--- src/rtl/fpu_cmp_pkg.sv ---
// fpu_cmp_pkg
// Shared definitions for the floating-point min/max reducer.
//   red_state_t : reducer FSM states (FIRST, ACC, DONE)
//   SIGN_BIT, EXP_MSB, EXP_LSB : single-precision field positions
//   f_lt(a, b)  : FPU ordering "a < b". An operand with a zero exponent
//                 field counts as zero, and NaNs are ordered by raw bits.
package fpu_cmp_pkg;

  typedef enum logic [1:0] {
    FIRST = 2'd0,
    ACC   = 2'd1,
    DONE  = 2'd2
  } red_state_t;

  localparam int SIGN_BIT = 31;
  localparam int EXP_MSB  = 30;
  localparam int EXP_LSB  = 23;

  // Sign/magnitude compare on the raw bits. If both exponent fields are
  // zero, the operands are equal (+0, -0 and all denormals). If only one
  // is zero-exponent, the ordinary magnitude compare already places it
  // correctly relative to the other operand.
  function automatic logic f_lt(input logic [31:0] a, input logic [31:0] b);
    logic a_zero;
    logic b_zero;
    logic a_neg;
    logic b_neg;
    logic res;
    a_zero = (a[EXP_MSB:EXP_LSB] == '0);
    b_zero = (b[EXP_MSB:EXP_LSB] == '0);
    a_neg  = a[SIGN_BIT];
    b_neg  = b[SIGN_BIT];
    if (a_zero && b_zero)
      res = 1'b0;
    else if (a_neg && !b_neg)
      res = 1'b1;
    else if (!a_neg && b_neg)
      res = 1'b0;
    else if (a_neg)
      res = (a[EXP_MSB:0] > b[EXP_MSB:0]);
    else
      res = (a[EXP_MSB:0] < b[EXP_MSB:0]);
    return res;
  endfunction

endpackage

--- src/rtl/fcmp_lt.sv ---
// fcmp_lt
// Combinational FPU "less than" comparator.
//   a, b : single-precision operands
//   lt   : 1 when a orders strictly below b
module fcmp_lt
  import fpu_cmp_pkg::*;
(
  input  logic [31:0] a,
  input  logic [31:0] b,
  output logic        lt
);

  assign lt = f_lt(a, b);

endmodule

--- src/rtl/fminmax_reduce.sv ---
// fminmax_reduce
// Streaming min/max reducer. It takes a valid/ready packet of
// single-precision values ended by in_last and returns the minimum
// (mode=0) or maximum (mode=1) element together with its index.
//   clk, rst             : clock, synchronous active-high reset
//   mode                 : 0=min, 1=max, sampled on the first beat only
//   in_valid/in_ready    : input handshake; in_data operand; in_last end of packet
//   out_valid/out_ready  : result handshake
//   out_data             : selected operand (unmodified bits)
//   out_idx              : zero-based position of the selected operand
//   out_sat              : packet ran past 2^IDX_W beats, so index tracking froze
module fminmax_reduce
  import fpu_cmp_pkg::*;
#(
  parameter int IDX_W = 8
) (
  input  logic             clk,
  input  logic             rst,
  input  logic             mode,
  input  logic             in_valid,
  output logic             in_ready,
  input  logic [31:0]      in_data,
  input  logic             in_last,
  output logic             out_valid,
  input  logic             out_ready,
  output logic [31:0]      out_data,
  output logic [IDX_W-1:0] out_idx,
  output logic             out_sat
);

  localparam logic [IDX_W-1:0] CNT_MAX = '1;

  red_state_t       state;
  red_state_t       next_state;
  logic [31:0]      best;
  logic [IDX_W-1:0] best_idx;
  logic [IDX_W-1:0] cnt;
  logic             sat;
  logic             mode_r;
  // Set once the beat at index CNT_MAX has been taken. Any later beat is
  // past the trackable range and marks the packet saturated.
  logic             cnt_full;

  logic             accept;
  logic [31:0]      cmp_a;
  logic [31:0]      cmp_b;
  logic             cand_better;

  assign accept    = in_valid && in_ready;
  assign in_ready  = (state != DONE);
  assign out_valid = (state == DONE);
  assign out_data  = best;
  assign out_idx   = best_idx;
  assign out_sat   = sat;

  // A single comparator serves both modes. For max the operands are
  // swapped, so "candidate better" is always the comparator output.
  assign cmp_a = mode_r ? best : in_data;
  assign cmp_b = mode_r ? in_data : best;

  fcmp_lt u_cmp (
    .a  (cmp_a),
    .b  (cmp_b),
    .lt (cand_better)
  );

  always_comb begin
    next_state = state;
    case (state)
      FIRST:   if (accept && in_last) next_state = DONE;
               else if (accept)       next_state = ACC;
      ACC:     if (accept && in_last) next_state = DONE;
      DONE:    if (out_ready)         next_state = FIRST;
      default: next_state = FIRST;
    endcase
  end

  // The result registers are updated only by accepted beats. While in
  // DONE they stay stable, which holds the output under backpressure.
  always_ff @(posedge clk) begin
    if (rst) begin
      state    <= FIRST;
      best     <= '0;
      best_idx <= '0;
      cnt      <= '0;
      sat      <= 1'b0;
      mode_r   <= 1'b0;
      cnt_full <= 1'b0;
    end else begin
      state <= next_state;
      if (accept && state == FIRST) begin
        best     <= in_data;
        best_idx <= '0;
        cnt      <= IDX_W'(1);
        mode_r   <= mode;
        sat      <= 1'b0;
        cnt_full <= 1'b0;
      end else if (accept && state == ACC) begin
        if (cand_better) begin
          best <= in_data;
          if (!cnt_full)
            best_idx <= cnt;
        end
        if (cnt_full)
          sat <= 1'b1;
        else if (cnt == CNT_MAX)
          cnt_full <= 1'b1;
        else
          cnt <= cnt + IDX_W'(1);
      end
    end
  end

endmodule

--- config.mk ---
export PLATFORM = sky130hd
export DESIGN_NAME = fminmax_reduce
export DESIGN_NICKNAME = d
export VERILOG_FILES = /design/src/rtl/fpu_cmp_pkg.sv /design/src/rtl/fcmp_lt.sv /design/src/rtl/fminmax_reduce.sv
export SDC_FILE = /design/constraint.sdc
export NUM_CORES = 1
export LEC_CHECK = 0
export ABC_AREA = 1
export CORE_ASPECT_RATIO = 0.5
export CORE_UTILIZATION = 40
export DETAILED_ROUTE_END_ITERATION = 12
export SYNTH_ARGS = -nofsm -noshare
export SYNTH_HDL_FRONTEND = slang
export SYNTH_SLANG_ARGS = --single-unit
--- constraint.sdc ---
create_clock -name clk -period 3.5 [get_ports clk]
set_input_delay 0.7 -clock clk [delete_from_list [all_inputs] [get_ports clk]]
set_output_delay 0.7 -clock clk [all_outputs]
set_load 0.01 [all_outputs]
==> results of run 1 <==
==> metal layers <==
metal / up-vias / part of all wire / GRT usage
met1: 1748 / 0.52 / 0.2516
met5: - / 0 / 0
met2: 53 / 0.43 / 0.3109
li1: 2223 / - / -
met4: 0 / 0.0074 / 0.04561
met3: 8 / 0.048 / 0.04068
==> stage by stage <==
step | setup slack, ns | hold WS [ns] | util
2_1_floorplan | 0.6264 | 0.4539 | -
3_3_place_gp | 0.2580 | 0.4410 | 0.5122
4_1_cts | 0.5194 | 0.4587 | 0.5291
6_report | 0.5213 | 0.4520 | 0.5291
5_1_grt | 0.2061 | 0.4770 | 0.5291
3_5_place_dp | 0.2075 | 0.4473 | 0.5122
==> worst reg2reg max path: stages, from the launching register on <==
cell and delay (ns):
dfxtp_4 0.64, inv_2 0.17, nand2_1 0.10, o21ai_0 0.12
ha_1 0.33, nand2_1 0.08, nor2_1 0.13, nand4_1 0.15
nor2_1 0.16, nand2_1 0.11, nand2_1 0.08, nand2_1 0.08
nand2_4 0.14, nand3_4 0.10, buf_12 0.19, a21oi_1 0.18
nor2_1 0.06
==> power by group through the flow <==
stage / clock [mW] / sequential, mW / combinational, mW
CTS: 0.568 / 0.773 / 1.04
global route: 0.590 / 0.790 / 1.19
global placement: 0 / 0.786 / 1.02
detailed placement: 0 / 0.786 / 1.03
floorplan: 0 / 0.788 / 0.699
finish: 0.551 / 0.773 / 1.03
==> cells by family (layout without fill, tap and decap cells) <==
family	Yosys count	after routing
AOI/OAI and AO/OA	124	124
and+or+nand+nor	302	302
xor gates and xnor gates	2	2
DFF	53	53
adders and majority gates	31	31
buffers and inverters	145	211
==> registers in the layout, indices dropped and copies added (netlist names) <==
| name | cells |
|---|---|
| out_data | 32 |
| out_idx | 8 |
| cnt | 8 |
| state | 2 |
| cnt_full | 1 |
| mode_r | 1 |
| out_sat | 1 |
==> cells in the mapped netlist (all sizes together) <==
cell    count
nand2     174
nor3        6
nor3b       1
ha         31
dfxtp      53
a211oi      1
and3        1
nor2       59
inv       114
buf        14
xor2        2
clkinv      2
nor4        3
nand4      16
clkbuf     15
a311oi      1
a21o        1
nand3      42
a21oi      54
o21ai      66
o211ai      1
==> cell type report <==
class / instances / area share
Multi-Input combinational cell: 459 / 0.4683
Clock inverter: 1 / 0.001718
Timing Repair Buffer: 87 / 0.1723
Sequential cell: 53 / 0.2089
Inverter: 116 / 0.08542
Tap cell: 135 / 0.03314
Clock buffer: 7 / 0.03019
==> worst max path at each step <==
stage / startpoint / to / slack, ns / depth (start not counted)
after detailed placement: in_data[14] / out_data[24]$_SDFFE_PP0P_ / 0.21 / 19
after global placement: in_data[14] / out_data[24]$_SDFFE_PP0P_ / 0.26 / 19
after floorplan: mode_r$_SDFFE_PP0P_ / out_data[30]$_SDFFE_PP0P_ / 0.63 / 20
final: in_data[25] / out_data[24]$_SDFFE_PP0P_ / 0.52 / 16
after global routing: mode_r$_SDFFE_PP0P_ / out_data[12]$_SDFFE_PP0P_ / 0.21 / 17
after CTS: in_data[14] / out_data[24]$_SDFFE_PP0P_ / 0.52 / 19
==> impl_results.md, run 1 <==
- Worst Setup End Kind: flop
- Grt ovf: 0
- Synth area leader: dfxtp_1
- Cts hold-fix bufs: 0
- Share of cells above drive strength 1: 0.05671
- Status: complete, no violations
- Setup Buffers After CTS: 0
- # setup viols final: 0
- Cell Area, Placed: 4935 sq um
- Area Growth Syn to Fin: 25.62%
- R2r worst-path depth: 16
- Main combinational cell family by area after synthesis: simple AND/OR/NAND/NOR gates
- Total track usage: 0.1886
- Clk buf depth: 2
- Pre-antenna DRT Iters: 4
- Fin Setup TNS: 0 ns
- I/O Buffers: 80
- CP delay by family, top: simple AND/OR/NAND/NOR gates
- Clock period minus final worst setup slack: around 3.0 ns
- Skew final: just under 0.004 ns
- Root buf cell: clkbuf_16
- Post-DR vias/cell: 4.699
- Synth Net Count: 726
- Worst skew pair latency: 0.30 ns
- Top Ports: 81
- Worst path arrival time: about 3.2 ns
- Slew headroom: 0.4941
- Multi-input gate area: about 2400 sq um
- Mux share of post-synthesis cell area: 0
- RSZ-0062 raised after global routing: false
- Area fraction in compound gates after synthesis: 0.1576
- Initial Util: 0.4212
- Vias: a little over 4000
- Die Y-Extent: 73.22 um
- Crit-path max cell delay: around 0.44 ns
- Clk pin slew, worst setup/hold paths: around 0.070 ns
- Synth Area in XOR/XNOR: 0.004317
- PD cells: between 400 and 500 nW/um^2
- Clock buffer count from CTS: 5
- Nets@finish: roughly 800
- Mapped cell area: 4058 sq um
- CP Data Required Time: roughly 3.7 ns
- HPWL Detailed: around 7000 um
- Fmax: about 340 MHz
- WP buf/inv: 3
- Commonest cells after routing, fill and taps aside: 167 x nand2_1, 111 x inv_1, 80 x clkdlybuf4s50_1
- Max IR drop VDD: between 200 and 250 uV
- Worst Path Max Fanout: 44
- Total Wirelength: between 9000 and 10000 um
- Sw Ratio: 0.3799
- Non-filler cells, final: about 860
- Worst slew pin tran: roughly 0.76 ns
- Seq pwr share: 0.328
- DRC: 0
- CP most frequent cell: nand2_1
- Avg Inst Size Synth: between 6 and 7 sq um
- Core area: 9634 sq um
- Max-cap violations: 0
- Post-Synth Adder-Cell Area: 0.09559
- Comb power frac: 0.438
- Routed Antenna Nets: 0
- Reg-to-reg startpoint: mode_r$_SDFFE_PP0P_
- HP Start: out_sat$_SDFFE_PP0P_
- Most common cell after layout, fill and taps aside: nand2_1
- Critical path startpoint category: input port
- CTS tree: built
- Vias in the first global route: around 3500
- Die ar.: approximately 11000 sq um
- Die Span X: 144.4 um
- Synth area leaders: dfxtp_1 26%, nand2_1 16%, inv_1 10%
- Hold-critical path depth: 2
- Critical path cell sequence: clkdlybuf4s50_1 -> o21ai_0 -> inv_1 -> ha_1 -> nand2_1 -> nor2_1 -> nand4_1 -> nor2_1 -> nand2_1 -> nand2_1 -> nand2_1 -> nand2_4 -> nand3_4 -> buf_12 -> a21oi_1 -> nor2_1
- Cell leakage power: around 2.3 nW
- Post-CTS sizing: 0
- Register area: around 1100 sq um
- Hold Path Class: reg2reg
- First-pass GRT wire length: roughly 16000 um
- Design Power: roughly 2.4 mW
- Final hold violations: 0
- Largest net degree at the start of global routing: a little under 70
- Worst path slowest cell: clkdlybuf4s50_1
- Sw Pwr: slightly below 0.9 mW
- Hold path endpoint: out_sat$_SDFFE_PP0P_
- Clk pwr share: 0.234
- Synth Instances: between 600 and 700
- # rows: 25
- Initial antenna violation count: 0
- Setup CP Type: in2reg
- GPL Wtd Cong: between 0.7 and 0.8
- Post-Synth Simple-Gate Area: 0.3302
- Number of DRC markers in iteration 0: approximately 180
- Distinct cells, synth: 34
- Final Cycle Share: 0.8510
- Ys Warns: 0
- Count of final max-slew check failures: 0
- Area share of the largest cell type after synthesis: 0.2615
- R2R setup slack: about 0.56 ns
- Placed Cells incl. Taps: 850
- Flops & latches, synth: 53
- FF-to-FF End: out_data[24]$_SDFFE_PP0P_
- DR WL/cell: around 11 um
- Num Clock Sinks: 53
- Final instance area: ~5000 sq um
- ANT cells: 0
- Post-synthesis sequential area ratio: 0.2615
- Htree depth: 2
- Filler cell count: between 1000 and 1500
- Cell internal pwr: 1.460 mW
Note: power is estimated with default switching activity, not from simulation.
==> inputs of run 2 (changes only) <==
CAP_MARGIN = 20   (was default)
==> results of run 2 <==
Same layout as run 1: the final DEF is identical, and so are final timing and power.
==> inputs of run 3 (changes only) <==
--- a/config.mk
+++ b/config.mk
@@ -7,4 +7,5 @@
 export LEC_CHECK = 0
 export ABC_AREA = 1
+export ABC_CLOCK_PERIOD_IN_PS = 3500
 export CAP_MARGIN = 20
 export CORE_ASPECT_RATIO = 0.5
==> constraint.sdc (replaced) <==
create_clock -name clk -period 3.5 [get_ports clk]
set_input_delay 0.7 -clock clk [delete_from_list [all_inputs] [get_ports clk]]
set_output_delay 0.7 -clock clk [all_outputs]
set_load 0.05 [all_outputs]
==> results of run 3 <==
Same layout as run 1 (identical final DEF). Status: complete, no violations.
Main changes from that run: total power 2.354 mW -> 2.573 mW; worst IR drop on VDD 218.3 uV -> 221.7 uV
==> variant, RTL diff (config.mk and constraints of run 3) <==
Encoding of `red_state_t`: now one-hot (3 bits for 3 states).
--- a/src/rtl/fpu_cmp_pkg.sv
+++ b/src/rtl/fpu_cmp_pkg.sv
@@ -6,10 +6,10 @@
 //                 field counts as zero, and NaNs are ordered by raw bits.
 package fpu_cmp_pkg;
 
-  typedef enum logic [1:0] {
-    FIRST = 2'd0,
-    ACC   = 2'd1,
-    DONE  = 2'd2
+  typedef enum logic [2:0] {
+    FIRST = 3'b001,
+    ACC   = 3'b010,
+    DONE  = 3'b100
   } red_state_t;
 
   localparam int SIGN_BIT = 31;
Function: no difference found for any inputs over 4 cycles, from zero or initial values and one cycle with rst high; so few cycles prove little.
==> variant against run 3 <==
Final area decreased by 0.96%. Area after synthesis decreased by 1.9%. Routed wire length is 3.5% lower. Synthesized cell count is 0.46% lower. Non-clock buffer count increased by 6. Sequential cell count is 1 higher. Setup slack got worse by 0.026 ns.
Power is not compared: it rests on default switching activity, and its combinational part moved more than twofold at a synthesized area within 25%.
==> variant: results (changes against run 3) <==
DR iter-0 viols 173 (was 182); normalized max-slew margin 55.09% (was 49.41%); Routability Congestion 0.8026 (was 0.7879); peak supply drop 0.0003808 V; status finished, final reports clean (unchanged); CP max stage cell dfxtp_4 (was clkdlybuf4s50_1); Synth warnings 0 (unchanged); reg-to-reg slack, setup 0.49 ns (was 0.56 ns); IO buf count 80 (unchanged); vias in the first global route 3,398 (was 3,493); register area share after synthesis 27.14% (was 26.15%); async set-reset flop share out of synthesis 0% (unchanged); Worst-Skew Late Latency 0.30 ns (about the same); share of cells above drive strength 1 4.426% (was 5.671%); Post-CTS Repair Setup Buffers 0 (unchanged); clock transition at the registers of the reported paths 0.08 ns; delay-heaviest family, CP simple AND/OR/NAND/NOR gates (unchanged); critical path arrival 3.20 ns (was 3.17 ns); GRT Resource Usage Total 18.84% (was 18.86%); Clock Path Buffers 2 (unchanged); layout net count 791 (unchanged); routed wl met3 333 µm (was 459 µm); Max Clock Skew 0.01022 ns (was 0.003887 ns); slowest stage delay, CP 0.66 ns (was 0.44 ns); DR top layer met4 (unchanged); largest net degree at the start of global routing 61 (was 68); htree depth 2 (unchanged); worst hold path class reg -> reg (unchanged); Pre-Repair DR Iteration Count 4 (unchanged); max reg flops 32 (unchanged); CTS root buffer clkbuf_16 (unchanged); crit path to out_data[6] (was out_data[24]); WL met2 3687 µm (was 4075 µm); type of the worst setup path reg -> reg (was in -> reg); # diodes 0 (unchanged); Num CTS Buffers 5 (unchanged); post-cts resize count 0 (unchanged); total number of vias 4,019 (was 4,032); initial antenna violation count 0 (unchanged); critical path's most frequent cell nand2_1 (unchanged); Synth cell types 28 (was 34); synth cell count leaders nand2_1 (172), inv_1 (100), nor2_1 (73), o21ai_0 (64), a21oi_1 (55) (was nand2_1 (168), inv_1 (111), o21ai_0 (64), nor2_1 (57)); Total Wirelength 9172 µm (was 9505 µm); Final HPWL DP 6855 µm (was 6892 µm); Internal 2.010 mW; first-pass GRT wire length 15,580 µm (was 15,640 µm); crit path max fanout 60 (was 44); R2R depth 17 (was 16); wire length on met1 5093 µm (was 4901 µm); leakage 2.346 nW; Synthesized Nets 723 (was 726); ranking of synthesized cells by area dfxtp_1 (27%), nand2_1 (16%), ha_1 (9.7%), inv_1 (9.4%), o21ai_0 (8.0%) (was dfxtp_1 (26%), nand2_1 (16%), inv_1 (10%), ha_1 (9.6%), o21ai_0 (7.9%)); ys flop type dfxtp_1 (unchanged); reg2reg start mode_r (unchanged)
variant: per-layer routing:
| layer | vias to the layer above | global-route usage, % |
|---|---|---|
| met3 | 7 | 4.290 |
| met1 | 1741 | 26.59 |
| li1 | 2206 | - |
| met4 | 0 | 3.584 |
| met2 | 65 | 29.43 |
| met5 | - | 0 |
variant: cell type report:
| cell class | count | area [µm²] |
|---|---|---|
| Fill cell | 1003 | 4492 |
| Multi-Input combinational cell | 465 | 2321 |
| Sequential cell | 54 | 1085 |
| Timing Repair Buffer | 93 | 935.9 |
| Inverter | 103 | 386.6 |
| Tap cell | 135 | 168.9 |
| Clock buffer | 5 | 125.1 |
| Clock inverter | 3 | 26.28 |
variant: how the worst min path moves through the flow:
stage | start | endpoint | slack (ns) | depth (start not counted)
finish | cnt[4] | cnt[4] | 0.50 | 1
global route | cnt[4] | cnt[4] | 0.52 | 1
CTS | cnt[4] | cnt[4] | 0.50 | 1
detailed placement | cnt[4] | cnt[4] | 0.48 | 1
global placement | out_sat | out_sat | 0.48 | 1
floorplan | cnt[7] | cnt[7] | 0.46 | 2
variant: through the flow:
step	hold WS, ns	std cells	instance area (µm²)	setup WS [ns]
floorplan	0.4559	654	3983	0.5432
global placement	0.4827	850	4897	0.2627
detailed placement	0.4819	850	4897	0.2458
CTS	0.5019	858	5049	0.4810
global route	0.5237	858	5049	0.1069
finish	0.4970	858	5049	0.4949
variant: cell families after synthesis:
group | synth area share (%)
simple gates | 31.70
buf+inv | 14.58
compound gates | 16.62
flops | 27.14
fa+ha+maj | 9.739
xor+xnor | 0.2200
variant: power by group through the flow:
stage,Sequential (mW),Combinational [mW],Clock [mW]
floorplan,1.43,1.45,0
global placement,1.00,2.51,0
detailed placement,1.01,2.54,0
CTS,0.995,2.56,0.551
global route,1.03,2.88,0.573
finish,0.992,2.53,0.531
